--- src/rtl/tff_seq_ctrl_pkg.sv ---
// Shared encodings and defaults for the T flip-flop sequencer.
package tff_seq_ctrl_pkg;

  localparam int DEF_WIDTH = 4;
  localparam int DEF_LEN_W = 8;

  typedef enum logic [1:0] {
    OP_CLEAR = 2'd0,
    OP_LOAD  = 2'd1,
    OP_UP    = 2'd2,
    OP_DOWN  = 2'd3
  } op_t;

  typedef enum logic [1:0] {
    S_IDLE = 2'd0,
    S_RUN  = 2'd1,
    S_DONE = 2'd2
  } state_t;

  // Count commands take their step count from cmd_len; the others take one step.
  function automatic logic is_count(input op_t op);
    return (op == OP_UP) || (op == OP_DOWN);
  endfunction

endpackage

--- src/rtl/tff_seq_ctrl_if.sv ---
// Command handshake bundle: the issuer is master, the sequencer is slave.
interface tff_seq_ctrl_if
  import tff_seq_ctrl_pkg::*;
#(
  parameter int WIDTH = DEF_WIDTH,
  parameter int LEN_W = DEF_LEN_W
);
  logic             cmd_valid;
  logic             cmd_ready;
  logic [1:0]       cmd_op;
  logic [WIDTH-1:0] cmd_arg;
  logic [LEN_W-1:0] cmd_len;

  modport master (
    output cmd_valid, cmd_op, cmd_arg, cmd_len,
    input  cmd_ready
  );

  modport slave (
    input  cmd_valid, cmd_op, cmd_arg, cmd_len,
    output cmd_ready
  );
endinterface

--- src/rtl/tff_seq_ctrl_cell.sv ---
// Single T flip-flop: toggles on a rising edge when t is high.
module tff_cell (
  input  logic ck,
  input  logic rs,
  input  logic t,
  output logic q
);

  // Toggle storage with asynchronous clear.
  always_ff @(posedge ck or posedge rs) begin
    if (rs) begin
      q <= 1'b0;
    end else if (t) begin
      q <= ~q;
    end
  end

endmodule

--- src/rtl/tff_seq_ctrl.sv ---
// Command sequencer driving a bank of T flip-flops as counter/register.
// The bank is only ever written through its toggle inputs; every operation
// is expressed as the set of bits that must flip this cycle.
module tff_seq_ctrl
  import tff_seq_ctrl_pkg::*;
#(
  parameter int WIDTH = DEF_WIDTH,
  parameter int LEN_W = DEF_LEN_W
) (
  input  logic             ck,
  input  logic             rs,
  tff_seq_ctrl_if.slave    cmd,
  input  logic             halt,
  output logic [WIDTH-1:0] t_vec,
  output logic [WIDTH-1:0] q,
  output logic             busy,
  output logic             done,
  output logic             wrap
);

  state_t           state_q, state_d;
  op_t              op_q;
  op_t              cmd_op_c;
  logic [WIDTH-1:0] arg_q;
  logic [LEN_W-1:0] rem_q;
  logic             wrap_q, wrap_d;
  logic             step;

  // Up-count toggles: bit i flips when every lower bit is one.
  function automatic logic [WIDTH-1:0] up_mask(input logic [WIDTH-1:0] v);
    logic [WIDTH-1:0] m;
    logic             carry;
    carry = 1'b1;
    for (int i = 0; i < WIDTH; i++) begin
      m[i]  = carry;
      carry = carry & v[i];
    end
    return m;
  endfunction

  // Down-count toggles: bit i flips when every lower bit is zero.
  function automatic logic [WIDTH-1:0] down_mask(input logic [WIDTH-1:0] v);
    logic [WIDTH-1:0] m;
    logic             borrow;
    borrow = 1'b1;
    for (int i = 0; i < WIDTH; i++) begin
      m[i]   = borrow;
      borrow = borrow & ~v[i];
    end
    return m;
  endfunction

  assign cmd_op_c = op_t'(cmd.cmd_op);
  assign step     = (state_q == S_RUN) && !halt;

  // Toggle vector for the current step; zero whenever the bank must hold.
  always_comb begin
    t_vec = '0;
    if (step) begin
      case (op_q)
        OP_CLEAR: t_vec = q;
        OP_LOAD:  t_vec = q ^ arg_q;
        OP_UP:    t_vec = up_mask(q);
        OP_DOWN:  t_vec = down_mask(q);
        default:  t_vec = '0;
      endcase
    end
  end

  // A wrap is a count step leaving the extreme value of the bank.
  always_comb begin
    wrap_d = 1'b0;
    if (step) begin
      wrap_d = ((op_q == OP_UP)   && (&q)) ||
               ((op_q == OP_DOWN) && !(|q));
    end
  end

  // Next-state logic; a zero-length count skips RUN entirely.
  always_comb begin
    state_d = state_q;
    case (state_q)
      S_IDLE: begin
        if (cmd.cmd_valid) begin
          if (is_count(cmd_op_c) && (cmd.cmd_len == '0)) begin
            state_d = S_DONE;
          end else begin
            state_d = S_RUN;
          end
        end
      end
      S_RUN: begin
        if (step && (rem_q == LEN_W'(1))) begin
          state_d = S_DONE;
        end
      end
      S_DONE:  state_d = S_IDLE;
      default: state_d = S_IDLE;
    endcase
  end

  // FSM register plus command capture and step bookkeeping.
  always_ff @(posedge ck or posedge rs) begin
    if (rs) begin
      state_q <= S_IDLE;
      op_q    <= OP_CLEAR;
      arg_q   <= '0;
      rem_q   <= '0;
      wrap_q  <= 1'b0;
    end else begin
      state_q <= state_d;
      wrap_q  <= wrap_d;
      if ((state_q == S_IDLE) && cmd.cmd_valid) begin
        op_q  <= cmd_op_c;
        arg_q <= cmd.cmd_arg;
        rem_q <= is_count(cmd_op_c) ? cmd.cmd_len : LEN_W'(1);
      end else if (step) begin
        rem_q <= rem_q - LEN_W'(1);
      end
    end
  end

  assign cmd.cmd_ready = (state_q == S_IDLE);
  assign busy          = (state_q == S_RUN) || (state_q == S_DONE);
  assign done          = (state_q == S_DONE);
  assign wrap          = wrap_q;

  for (genvar i = 0; i < WIDTH; i++) begin : g_cell
    tff_cell u_cell (
      .ck (ck),
      .rs (rs),
      .t  (t_vec[i]),
      .q  (q[i])
    );
  end

endmodule

--- src/flat_wrapper.sv ---
// flat-port wrapper written by rule: the top's interface ports become plain ports
module tff_seq_ctrl_flat import tff_seq_ctrl_pkg::*;
#(
  parameter int WIDTH = DEF_WIDTH,
  parameter int LEN_W = DEF_LEN_W
)
  (ck, rs, halt, t_vec, q, busy, done, wrap, cmd_cmd_valid, cmd_cmd_op, cmd_cmd_arg, cmd_cmd_len, cmd_cmd_ready);
  tff_seq_ctrl_if #(.WIDTH(WIDTH), .LEN_W(LEN_W)) cmd_i ();
  input  logic ck;
  input  logic rs;
  input  logic halt;
  output logic [WIDTH-1:0] t_vec;
  output logic [WIDTH-1:0] q;
  output logic busy;
  output logic done;
  output logic wrap;
  input wire logic [$bits(cmd_i.cmd_valid)-1:0] cmd_cmd_valid;
  input wire logic [$bits(cmd_i.cmd_op)-1:0] cmd_cmd_op;
  input wire logic [$bits(cmd_i.cmd_arg)-1:0] cmd_cmd_arg;
  input wire logic [$bits(cmd_i.cmd_len)-1:0] cmd_cmd_len;
  output wire logic [$bits(cmd_i.cmd_ready)-1:0] cmd_cmd_ready;
  assign cmd_i.cmd_valid = cmd_cmd_valid;
  assign cmd_i.cmd_op = cmd_cmd_op;
  assign cmd_i.cmd_arg = cmd_cmd_arg;
  assign cmd_i.cmd_len = cmd_cmd_len;
  assign cmd_cmd_ready = cmd_i.cmd_ready;
  tff_seq_ctrl #(.WIDTH(WIDTH), .LEN_W(LEN_W)) u_core (.ck(ck), .rs(rs), .cmd(cmd_i), .halt(halt), .t_vec(t_vec), .q(q), .busy(busy), .done(done), .wrap(wrap));
endmodule
--- config.mk ---
export PLATFORM = sky130hd
export DESIGN_NAME = tff_seq_ctrl_flat
export DESIGN_NICKNAME = d
export VERILOG_FILES = /design/src/rtl/tff_seq_ctrl_pkg.sv /design/src/rtl/tff_seq_ctrl_if.sv /design/src/rtl/tff_seq_ctrl_cell.sv /design/src/rtl/tff_seq_ctrl.sv /design/src/flat_wrapper.sv
export SDC_FILE = /design/constraint.sdc
export NUM_CORES = 1
export LEC_CHECK = 0
export CORE_UTILIZATION = 53
export DETAILED_ROUTE_END_ITERATION = 8
export PLACE_DENSITY_LB_ADDON = 0.12
export SKIP_LAST_GASP = 1
export SYNTH_ARGS = -nofsm -noshare
export SYNTH_HDL_FRONTEND = slang
export SYNTH_SLANG_ARGS = --single-unit
--- constraint.sdc ---
create_clock -name ck -period 3.2 [get_ports ck]
set_input_delay 0.64 -clock ck [delete_from_list [all_inputs] [get_ports ck]]
set_output_delay 0.64 -clock ck [all_outputs]
set_load 0.01 [all_outputs]
## After elaboration in Yosys (flattened, before gate mapping)

Index checks and enable logic that the tools add are counted.

- Input port bits: 18
- Logic and storage cells: 57
- Bits in registers: 21
- Output and inout port bits: 12

- Mux-type cells: 10
- Reduce and logical (&&, ||, !) cells: 18
- Eq/ne operators: 10
- $add $sub $neg: 1
- Bitwise operators: 9

Operators with widths:

| cell | number |
|---|---|
| 8-bit two-way mux | 3 |
| 4-bit one-hot mux with 4 select lines | 1 |
| 2-bit equality test (second input constant) | 5 |
| 8-bit by 1-bit equality test with 1-bit output (second input constant) | 1 |
| 8-bit logical NOT | 1 |
| 8-bit by 1-bit subtractor with 8-bit output (second input constant) | 1 |
| 1-bit logical AND | 6 |
| 2-bit two-way mux | 3 |
| 1-bit bitwise AND | 4 |
| 2-bit by 1-bit equality test with 1-bit output (second input constant) | 2 |
| 2-bit logical NOT | 2 |
| 4-bit two-way mux | 1 |
| 2-bit inequality test (second input constant) | 2 |
| 1-bit inverter | 4 |
| 2-bit one-hot mux with 2 select lines | 1 |
| 4-bit AND reduction | 1 |
| 4-bit OR reduction | 1 |
| 4-bit XOR | 1 |
| 1-bit logical OR | 3 |
| 1-bit logical NOT | 2 |
| 2-bit AND reduction | 1 |
| 2-bit nonzero test | 1 |
| 1-bit two-way mux | 1 |

## Depth between registers and ports, before layout

Gate-level depths: netlist (run 1).

- Depth after elaboration: 6
- Gate-level depth with buffers: 8
- Mapped depth without buffers: 6

## Modules after synthesis

From an unflattened synthesis (run 1), not the netlist that was laid out.

- Cell total of the unflattened synthesis: 126
- Area, all modules: 1,234.9 sq um

Modules (own cells, without submodules):

| module | sequential area each (sq um) | area an instance (sq um) | cells each | times used |
|---|---|---|---|---|
| tff_seq_ctrl | 425.4 | 1,084.8 | 114 | 1 |
| tff_cell | 25.0 | 37.5 | 3 | 4 |

## Worst setup path before layout (run 1)

OpenSTA, ideal clock, no wires.

- Kind: reg-to-output
- Start point: reg u_core.g_cell[0].u_cell.q
- End point: out t_vec[2]
- Path buffers: 1
- Data arrival time: 1.403 ns
- Setup slack: 1.157 ns
- Data required time: 2.560 ns
- Stages on the path, launching flop included: 6
- Cells stage by stage: dfrtp_1 > or3b_1 > o21ai_1 > o22ai_1 > a21oi_1 > buf_4

- Longest elaborated chain between the ends: 4
- Elaborated cells on any way between the ends: 5
- Those cells by class: 2 x mux; 3 x bitwise

Ends and longest elaborated chain:

| what | line | text |
|---|---|---|
| start, declared | tff_seq_ctrl_cell.sv:6 | `output logic q` |
| start signal, assigned | tff_seq_ctrl_cell.sv:14 | `q <= ~q;` |
| 1-bit inverter | tff_seq_ctrl.sv:48 | `borrow = borrow & ~v[i];` |
| 1-bit bitwise AND | tff_seq_ctrl.sv:48 |  |
| 4-bit one-hot mux with 4 select lines (*) | tff_seq_ctrl.sv:60 | `case (op_q)` |
| 4-bit two-way mux (*) | tff_seq_ctrl.sv:59 | `if (step) begin` |
| end, declared | flat_wrapper.sv:12 | `output logic [WIDTH-1:0] t_vec;` |

Mark *: on every way between the ends. The rest lies on a longest branch, timed or not.

## Final worst setup path (run 1)

- Start point: in halt
- End point: out t_vec[3]

- Longest elaborated chain between the ends: 3

Ends and longest elaborated chain:

| what | line | text |
|---|---|---|
| start, declared | flat_wrapper.sv:11 | `input logic halt;` |
| 1-bit logical NOT | tff_seq_ctrl.sv:54 | `assign step = (state_q == S_RUN) && !halt;` |
| 1-bit logical AND | tff_seq_ctrl.sv:54 |  |
| 4-bit two-way mux | tff_seq_ctrl.sv:59 |  |

Every way passes these cells.

==> results of run 1 <==
-- registers in the layout, indices dropped and copies added, names as in the netlist --
signal	flops
u_core.state_q	2
u_core.wrap	1
u_core.op_q	2
u_core.arg_q	4
u_core.rem_q	8
u_core.g_cell.u_cell.q	4
-- metal layers --
layer | vias up | wire length [µm] | track usage (%)
met5 | - | 0 | 0
met4 | 0 | 23 | 6.76
met3 | 5 | 97 | 7.02
met2 | 26 | 1270 | 36.8
met1 | 510 | 1200 | 26.4
li1 | 532 | - | -
-- area by class of cell --
cell class / instances / area share [%]
Clock inverter: 1 / 0.314
Tap cell: 28 / 2.20
Multi-Input combinational cell: 101 / 42.5
Inverter: 8 / 1.88
Clock buffer: 3 / 1.41
Sequential cell: 21 / 33.0
Timing Repair Buffer: 30 / 18.7
-- kinds of logic after synthesis --
family	synth area share, %
adders and majority gates	4.74
and+or+nand+nor	16.4
buffers and inverters	8.73
AOI/OAI and AO/OA	16.2
xor gates and xnor gates	7.31
muxes	6.74
DFF	39.8
-- cell usage after synthesis, drive strengths merged --
cell type / instances / area (µm²)
a21oi: 22 / 110
dfrtp: 21 / 526
buf: 10 / 70.1
inv: 8 / 30.0
nand2: 8 / 30.0
nor2: 8 / 30.0
xor2: 8 / 70.1
mux2: 7 / 78.8
o21ai: 6 / 30.0
ha: 5 / 62.6
nor3: 5 / 25.0
clkbuf: 4 / 15.0
nand3: 4 / 20.0
xnor2: 3 / 26.3
nand2b: 2 / 12.5
nand3b: 2 / 15.0
nor2b: 2 / 12.5
nor4: 2 / 12.5
a211oi: 1 / 7.51
a21bo: 1 / 10.0
a31oi: 1 / 6.26
a32oi: 1 / 8.76
and2b: 1 / 7.51
and3: 1 / 6.26
mux2i: 1 / 10.0
nand4b: 1 / 8.76
nor3b: 1 / 12.5
nor4b: 1 / 8.76
o21a: 1 / 7.51
o22a: 1 / 8.76
o22ai: 1 / 6.26
o2bb2a: 1 / 10.0
o2bb2ai: 1 / 8.76
or3: 1 / 6.26
or3b: 1 / 8.76
-- power by group through the flow --
stage                     Sequential (µW)  Combinational, µW  Clock [µW]
after global routing                  589                774         151
after global placement                558                670           0
final                                 566                687         128
after floorplan                       501                561           0
after CTS                             563                694         136
after detailed placement              564                690           0
-- through the flow --
step	power, µW	worst slack (ns)	area, µm²	hold slack, ns
2_1_floorplan	1060	1.16	1320	0.480
3_3_place_gp	1230	0.279	1570	0.494
3_5_place_dp	1250	0.253	1570	0.499
4_1_cts	1390	0.166	1590	0.528
5_1_grt	1510	0.105	1600	0.559
6_report	1380	0.256	1600	0.531
-- worst min-delay path by stage --
stage	cells past startpoint	startpoint	slack, ns	end
2_1_floorplan	1	u_core.arg_q[0]	0.48	u_core.arg_q[0]
3_3_place_gp	1	u_core.arg_q[1]	0.49	u_core.arg_q[1]
3_5_place_dp	1	u_core.arg_q[1]	0.50	u_core.arg_q[1]
4_1_cts	1	u_core.arg_q[1]	0.53	u_core.arg_q[1]
5_1_grt	1	u_core.arg_q[1]	0.56	u_core.arg_q[1]
6_report	1	u_core.arg_q[0]	0.53	u_core.arg_q[0]
-- worst max-delay path: cells and delay by family --
family                 cells  cell delay, ns
buffers and inverters      2            1.02
AOI/OAI and AO/OA          1            0.29
and+or+nand+nor            2            0.35
-- layout by cell type, fill, tap and decap left out, types with 3 or more instances in the layout --
master,n
a21oi_1,22
clkbuf_4,3
clkdlybuf4s50_1,29
dfrtp_1,20
ha_1,5
inv_1,8
mux2_2,6
nand2_1,8
nand3_1,4
nor2_1,8
nor3_1,5
o21ai_0,3
o21ai_1,3
xnor2_1,3
xor2_1,8
==> key figures, run 1 <==
Setup path
  • Worst stage delay on the critical path: 0.54 ns
  • Worst r2r path cells: 4
  • Worst setup path end: t_vec[3]
  • Worst reg2reg path endpoint: u_core.arg_q[3]
  • Slowest CP cell: clkdlybuf4s50_1
  • Critical Setup Path Class: primary input to output port
  • Critical path data arrival time: 2.30 ns
  • Crit start category: primary input
  • Crit-path cells: clkdlybuf4s50_1, and2b_1, a32oi_1, nor2_1, clkdlybuf4s50_1
  • WP data required: 2.56 ns
  • Critical Path Fanout Max: 6
  • Most used cell, CP: clkdlybuf4s50_1
  • Crit. End Element: output port
  • Crit path launch: halt
  • R2R Path Start: u_core.state_q[0]
  • R2r setup slk: 1.42 ns

Drt
  • DR vias: 1,073
  • Wire length per cell: 13.5 µm
  • DRC Markers: 0
  • Via density per instance: 5.59
  • Detail Route Antenna Nets: 0
  • Final wirelength: 2590 µm
  • Initial detailed-routing violation count: 15
  • Pre-Repair DR Iteration Count: 4

Timing
  • Unrepaired setup endpoints after global routing: no
  • Fin Clk Skew: 0.00746 ns
  • Final hold vios: 0
  • Slew Limit Headroom: 45.8%
  • Worst-Margin Slew: 0.812 ns
  • Fmax: 0.340 GHz
  • Crit share post-route: 92.0%
  • Fin Setup TNS: 0 ns
  • Tmin final: 2.94 ns
  • Final setup fails: 0
  • Slew Limit Fails: 0

Layout
  • Multi-input gate area: 678 µm²
  • Utilization after layout: 70.1%
  • Final nets: 188
  • Non-Filler Instances: 192
  • ANT cells: 0
  • Fillers: 196
  • Layout cells sized above 1: 8.54%
  • Reg area: 527 µm²
  • Area grow syn2layout: 21.0%

Floorplan
  • Initial core utilization: 57.9%
  • DIE WIDTH: 51.9 µm
  • Die Y: 51.9 µm
  • IO Count: 30
  • Rows: 17
  • Area of the die: 2690 µm²
  • Core area: 2280 µm²

Synthesis
  • Synth cell types: 38
  • Post-Syn Area per Cell: 9.16 µm²
  • Yosys reg bits: 21
  • Cell area after synthesis: 1320 µm²
  • Post-synthesis sequential area ratio: 39.8%
  • Syn Inst Count: 144
  • Post-synth net total: 167
  • Syn. warnings: 0

Power
  • Net Sw Frac: 41.4%
  • Sequential share of power: 41.0%
  • Clock power frac: 9.3%
  • Max VDD drop: 0.587 mV
  • Pwr Density: 866 nW/µm²
  • Comb pwr share: 49.7%
  • Lkg Pwr: 0.000659 µW
  • Psw: 571 µW
  • Internal power: 810 µW

CTS
  • CTS tree: yes
  • Clock sinks: 21
  • TritonCTS Buffers: 3
  • Clk root buf: clkbuf_4
  • Worst-path clk slew: 0.12 ns
  • Skew-Pair Late Insertion Delay: 0.31 ns
  • Cts repair resizes: 0
  • H-tree depth: 1
  • Hold_buf cts: 0
  • Setup Buffers After CTS: 0
  • CTS Buffer Depth: 2

Global route
  • Initial antenna violation count: 0
  • Largest net degree at the start of global routing: 24
  • Vias in the first global route: 1,008
  • Global-route wire length before repair: 4310 µm
  • Global Route Usage Sum: 21.9%
  • Congestion Overflow GR: 0

Run status
  • Outcome: complete, no violations

Placement
  • Detail Placement HPWL: 1920 µm
  • RePlAce Congestion: 0.793
  • Inst Count DP: 188
  • Port bufs: 29

Min path
  • Worst Hold Class: register to register

Run
  • Max-cap violations: 0
Power figures use the tool's default switching activity.
==> run 2, diff against run 1 <==
--- a/config.mk
+++ b/config.mk
@@ -5,7 +5,10 @@
 export SDC_FILE = /design/constraint.sdc
 export NUM_CORES = 1
 export LEC_CHECK = 0
-export CORE_UTILIZATION = 53
+export CELL_PAD_IN_SITES_DETAIL_PLACEMENT = 0
+export CELL_PAD_IN_SITES_GLOBAL_PLACEMENT = 1
+export CORE_ASPECT_RATIO = 0.5
+export CORE_UTILIZATION = 40
 export DETAILED_ROUTE_END_ITERATION = 8
 export PLACE_DENSITY_LB_ADDON = 0.12
 export SKIP_LAST_GASP = 1
==> run 2 against run 1 <==
  * Critical path depth is the same
  * Final area increased by 2.4%
  * Clock-buffer cell count grew 1
  * Non-clock buffer count up 1
  * Total power rose by 4.8%
  * Die area rose by 32%
  * Via count is 0.47% higher
  * Sequential share of layout area fell by 0.86 points
  * Final cell count grew 6.8%
  * Combinational power increased by 5.4%
==> key figures, run 2 (same netlist as run 1, synthesis figures left out) <==
Drt
  • Initial detailed-routing violation count: 8 (-7)
  • Via density per instance: 5.26 (-5.9%)
  • DR vias: 1,078 (+0.47%)
  • Pre-Repair DR Iteration Count: 5 (+1)
  • DRC Markers: 0 (unchanged)
  • Wire length per cell: 13.3 µm (-1.2%)
  • Final wirelength: 2730 µm (+5.5%)
  • Detail Route Antenna Nets: 0 (unchanged)

CTS
  • Clk root buf: clkbuf_8
  • Cts repair resizes: 0 (unchanged)
  • CTS Buffer Depth: 2 (unchanged)
  • TritonCTS Buffers: 3 (unchanged)
  • Hold_buf cts: 0 (unchanged)
  • Clock sinks: 21 (unchanged)
  • CTS tree: yes
  • Skew-Pair Late Insertion Delay: 0.27 ns (-0.04 ns)
  • H-tree depth: 1 (unchanged)
  • Worst-path clk slew: 0.08 ns (-0.04 ns)
  • Setup Buffers After CTS: 0 (unchanged)

Layout
  • Leading cell types in the layout, fill and taps excluded: 29 x clkdlybuf4s50_1, 22 x a21oi_1, 21 x dfrtp_1
  • Final nets: 189 (+0.53%)
  • Layout cells sized above 1: 7.88% (-0.66 points)
  • Largest register FFs: 8 (unchanged)
  • Biggest regs: u_core.rem_q (8), u_core.arg_q (4), u_core.g_cell.u_cell.q (4)
  • Top reg by flops: u_core.rem_q
  • ANT cells: 0 (unchanged)
  • Most common cell after layout, fill and taps aside: clkdlybuf4s50_1
  • Area grow syn2layout: 23.9%

Timing
  • Worst-Margin Slew: 0.860 ns (+0.0482 ns)
  • Fmax: 0.332 GHz (-2.4%)
  • Fin Setup TNS: 0 ns (unchanged)
  • Slew Limit Fails: 0 (unchanged)
  • Tmin final: 3.02 ns (+0.0714 ns)
  • Unrepaired setup endpoints after global routing: no
  • Final setup fails: 0 (unchanged)
  • Crit share post-route: 94.2% (+2.2 points)
  • Fin Clk Skew: 0.00315 ns (-0.00431 ns)
  • Hold WS: 0.519 ns (-0.0115 ns)
  • Slew Limit Headroom: 42.6% (-3.2 points)
  • Final hold vios: 0 (unchanged)

Floorplan
  • Core area: 3070 µm² (+35%)
  • Area of the die: 3540 µm² (+32%)
  • Rows: 14 (-3)
  • Die Y: 42.6 µm (-18%)
  • DIE WIDTH: 83.2 µm (+60%)
  • IO Count: 30 (unchanged)
  • Initial core utilization: 43.0% (-15 points)

Power
  • Max VDD drop: 0.402 mV (-32%)
  • Pwr Density: 886 nW/µm² (+2.3%)
  • Lkg Pwr: 0.000670 µW (+1.7%)

Setup path
  • Crit. End Element: output port
  • Slowest CP cell: dfrtp_1
  • Critical path data arrival time: 2.38 ns (+0.08 ns)
  • Crit-path cells: or3b_1, o21ai_1, o22ai_1, a21oi_1, clkdlybuf4s50_1
  • Worst r2r path cells: 4 (unchanged)
  • WP data required: 2.56 ns (about the same)
  • Critical Path Fanout Max: 12 (+6)
  • Worst stage delay on the critical path: 0.55 ns (about the same)
  • Critical Setup Path Class: register to output port
  • Crit start category: register

Placement
  • Detail Placement HPWL: 2060 µm (+7.1%)
  • RePlAce Congestion: 0.740 (-6.7%)
  • Port bufs: 29 (unchanged)

Run status
  • Outcome: complete, no violations

Global route
  • Largest net degree at the start of global routing: 24 (unchanged)
  • Congestion Overflow GR: 0 (unchanged)
  • Global-route wire length before repair: 4490 µm (+4.2%)
  • Initial antenna violation count: 0 (unchanged)
  • Vias in the first global route: 934 (-7.3%)
  • Global Route Usage Sum: 16.4% (-5.5 points)

Run
  • Max-cap violations: 0 (unchanged)

Min path
  • Worst Hold Class: register to register
  • Hold Crit Depth: 1 (unchanged)
-- run 2: cell types whose count changed in the layout (fill, tap and decap cells not counted), sizes merged --
cell | previous run | this run
buf | 1 | 2
clkbuf | 3 | 4
clkinv | 1 | 0
-- run 2: per-layer routing --
metal	up-vias	track usage [%]	part of all wire, %	wire length [µm]
met5	-	0	0	0
met4	0	3.10	0.70	19
met3	3	4.92	4.3	118
met2	22	26.4	44	1190
met1	516	22.2	51	1400
li1	537	-	-	-
-- run 2: final cells by class --
| type | count | area, µm² |
|---|---|---|
| timing repair buffer | 31 | 305 |
| sequential | 21 | 526 |
| fill | 299 | 1430 |
| inverter | 8 | 30.0 |
| multi-input combinational | 101 | 678 |
| tap | 40 | 50.0 |
| clock buffer | 4 | 45.0 |
-- run 2: where the power goes --
group,switching [µW],total [µW],internal (µW)
Sequential,146,541,395
Combinational,347,724,377
Clock,93.3,182,89.0
Total,586,1450,861
-- run 2: metrics by stage --
stage | power, µW | cells | setup WS, ns | area, µm² | utilization [%]
CTS | 1460 | 205 | 0.195 | 1630 | 53.3
global placement | 1260 | 201 | 0.271 | 1590 | 51.8
global route | 1560 | 205 | 0.0755 | 1630 | 53.3
floorplan | 1060 | 144 | 1.16 | 1320 | -
detailed placement | 1270 | 201 | 0.256 | 1590 | 51.8
finish | 1450 | 205 | 0.185 | 1630 | 53.3
-- run 2: critical path: cells and delay by family (launching register included) --
family / cells / cell delay, ns
flip-flops: 1 / 0.55
AO/OA/AOI/OAI: 3 / 0.58
AND/OR/NAND/NOR: 1 / 0.43
buffers and inverters: 1 / 0.55
-- run 2: path summary, 6_finish.rpt --
check	start	slack, ns	endpoint
max	u_core.op_q[0]	0.18	t_vec[2]
min	u_core.arg_q[0]	0.52	u_core.arg_q[0]
max reg2reg	u_core.state_q[0]	1.40	u_core.arg_q[2]
min reg2reg	u_core.arg_q[0]	0.52	u_core.arg_q[0]
max in group asynchronous	rs	1.83	u_core.rem_q[3]
min in group asynchronous	rs	0.84	u_core.arg_q[0]
==> run 3, diff against run 2 <==
--- a/config.mk
+++ b/config.mk
@@ -7,7 +7,7 @@
 export LEC_CHECK = 0
 export CELL_PAD_IN_SITES_DETAIL_PLACEMENT = 0
 export CELL_PAD_IN_SITES_GLOBAL_PLACEMENT = 1
-export CORE_ASPECT_RATIO = 0.5
+export CORE_MARGIN = 2
 export CORE_UTILIZATION = 40
 export DETAILED_ROUTE_END_ITERATION = 8
 export PLACE_DENSITY_LB_ADDON = 0.12
==> run 3 against run 2 <==
  * Final cell count increased by 2.0%
  * Die area increased by 6.4%
  * First-iteration DRC count increased to 7.8 times the previous value
  * Largest power group unchanged
==> key figures, run 3 (same netlist as run 1, synthesis figures left out) <==
Power
  • Max VDD drop: 0.475 mV (+18%)
  • Total power draw: 1390 µW (-3.9%)
  • Pwr Density: 857 nW/µm² (-3.2%)
  • Lkg Pwr: 0.000664 µW (-0.90%)

Floorplan
  • Initial core utilization: 42.5% (-0.52 points)
  • IO Count: 30 (unchanged)
  • Core area: 3100 µm² (+1.2%)
  • Rows: 20 (+6)
  • Die Y: 61.4 µm (+44%)
  • Area of the die: 3770 µm² (+6.4%)
  • DIE WIDTH: 61.4 µm (-26%)

Setup path
  • Worst stage delay on the critical path: 0.55 ns (about the same)
  • Slowest CP cell: clkdlybuf4s50_1
  • Crit start category: register
  • Critical path data arrival time: 2.31 ns (-0.07 ns)
  • Crit-path cells: or3b_1, o21ai_1, o22ai_1, a21oi_1, clkdlybuf4s50_1
  • Crit. End Element: output port
  • Critical Setup Path Class: register to output port
  • WP data required: 2.56 ns (about the same)
  • Critical Path Fanout Max: 12 (unchanged)

Timing
  • Worst-Margin Slew: 0.817 ns (-0.0431 ns)
  • Final setup fails: 0 (unchanged)
  • Fin Clk Skew: 0.00480 ns (+0.00165 ns)
  • Crit share post-route: 92.3% (-1.9 points)
  • Slew Limit Fails: 0 (unchanged)
  • Tmin final: 2.95 ns (-0.0621 ns)
  • Fmax: 0.339 GHz (+2.1%)
  • Unrepaired setup endpoints after global routing: no
  • Slew Limit Headroom: 45.5% (+2.9 points)
  • Fin Setup TNS: 0 ns (unchanged)
  • Final hold vios: 0 (unchanged)

Global route
  • Layer with the highest usage: met2
  • Grt met3 use: 5.04% (+0.12 points)
  • Global Route Usage Sum: 16.3% (-0.13 points)
  • Initial antenna violation count: 0 (unchanged)
  • Global-route wire length before repair: 4500 µm (+0.16%)
  • Vias in the first global route: 1,053 (+13%)
  • Largest net degree at the start of global routing: 24 (unchanged)
  • Met1 capacity usage during global routing: 21.3% (-0.95 points)
  • Met2 usage: 27.7% (+1.3 points)
  • Congestion Overflow GR: 0 (unchanged)

Layout
  • Leading cell types in the layout, fill and taps excluded: 29 x clkdlybuf4s50_1, 22 x a21oi_1, 20 x dfrtp_1
  • Multi-input gate area: 678 µm² (unchanged)
  • Layout cells sized above 1: 9.09% (+1.2 points)
  • Biggest regs: u_core.rem_q (8), u_core.arg_q (4), u_core.g_cell.u_cell.q (4)
  • ANT cells: 0 (unchanged)
  • Area grow syn2layout: 23.1%
  • Top reg by flops: u_core.rem_q
  • Most common cell after layout, fill and taps aside: clkdlybuf4s50_1
  • Fillers: 325 (+8.7%)
  • Utilization after layout: 52.3% (-1.0 points)
  • Final nets: 189 (unchanged)
  • Largest register FFs: 8 (unchanged)
  • Reg area: 527 µm² (+0.24%)

Placement
  • Port bufs: 29 (unchanged)
  • Detail Placement HPWL: 2070 µm (+0.38%)
  • RePlAce Congestion: 0.736 (-0.51%)

Min path
  • Worst Hold Class: register to register

Drt
  • DRC Markers: 0 (unchanged)
  • Wire length per cell: 13.2 µm (-1.2%)
  • Via density per instance: 5.12 (-2.6%)
  • DR vias: 1,071 (-0.65%)
  • Pre-Repair DR Iteration Count: 4 (-1)
  • Detail Route Antenna Nets: 0 (unchanged)
  • Initial detailed-routing violation count: 62 (+54)
  • Final wirelength: 2750 µm (+0.77%)

CTS
  • Worst-path clk slew: 0.12 ns (+0.04 ns)
  • Skew-Pair Late Insertion Delay: 0.31 ns (+0.04 ns)
  • CTS Buffer Depth: 2 (unchanged)
  • Clk root buf: clkbuf_4
  • Clock sinks: 21 (unchanged)
  • CTS tree: yes
  • TritonCTS Buffers: 3 (unchanged)
  • H-tree depth: 1 (unchanged)

Run
  • Max-cap violations: 0 (unchanged)

Run status
  • Outcome: complete, no violations
## run 3: cell types whose count changed in the layout (fill, tap and decap cells not counted)
cell | before | now
clkbuf_8 | 3 | 0
clkbuf_4 | 0 | 3
clkinv_2 | 0 | 1
clkbuf_1 | 1 | 0
dfrtp_1 | 21 | 20
dfrtp_2 | 0 | 1
## run 3: routing by layer
metal | part of all wire (%) | routed length (µm)
met5 | 0 | 0
met4 | 0.18 | 5
met3 | 5.8 | 160
met2 | 47 | 1290
met1 | 47 | 1300
## run 3: what timing repair did
| item | CTS | global route |
|---|---|---|
| endpoints found under the setup margin | 0 | 1 |
| gates resized for setup | 0 | 1 |
| hold buffers | 0 | 0 |
| buffers inserted | 0 | 0 |
## run 3: through the flow
step | instances | hold slack [ns] | setup slack, ns | instance area [µm²]
final | 209 | 0.531 | 0.247 | 1620
after global routing | 209 | 0.545 | 0.0962 | 1620
after CTS | 209 | 0.538 | 0.143 | 1620
after detailed placement | 205 | 0.508 | 0.236 | 1590
after global placement | 205 | 0.498 | 0.252 | 1590
after floorplan | 144 | 0.480 | 1.16 | 1320
## run 3: critical path: cells and delay by family, from the launching register on
| kind | cells | cell delay, ns |
|---|---|---|
| compound gates | 3 | 0.53 |
| buf+inv | 1 | 0.55 |
| flops | 1 | 0.51 |
| simple gates | 1 | 0.42 |
## run 3: final timing paths
path / startpoint / end / slack, ns / cells past startpoint
setup / recovery: u_core.op_q[0] / t_vec[2] / 0.25 / 5
hold / removal: u_core.arg_q[1] / u_core.arg_q[1] / 0.53 / 1
setup reg to reg: u_core.state_q[0] / u_core.arg_q[3] / 1.42 / 4
hold reg to reg: u_core.arg_q[1] / u_core.arg_q[1] / 0.53 / 1
max in group asynchronous: rs / u_core.op_q[0] / 1.88 / 2
min in group asynchronous: rs / u_core.arg_q[0] / 0.77 / 2
## run 3: final cells by class
cell class | instances | area share, %
inverter | 8 | 1.85
clock buffer | 3 | 1.39
clock inverter | 1 | 0.308
timing repair buffer | 31 | 18.8
multi-input combinational | 101 | 41.8
sequential | 21 | 32.5
tap | 44 | 3.39
## run 3: report_power, final
part	internal [µW]	switching (µW)	leakage [µW]	total, µW
clock	46.7	85.2	0.0000177	132
combinational	375	339	0.000397	715
sequential	396	149	0.000249	545
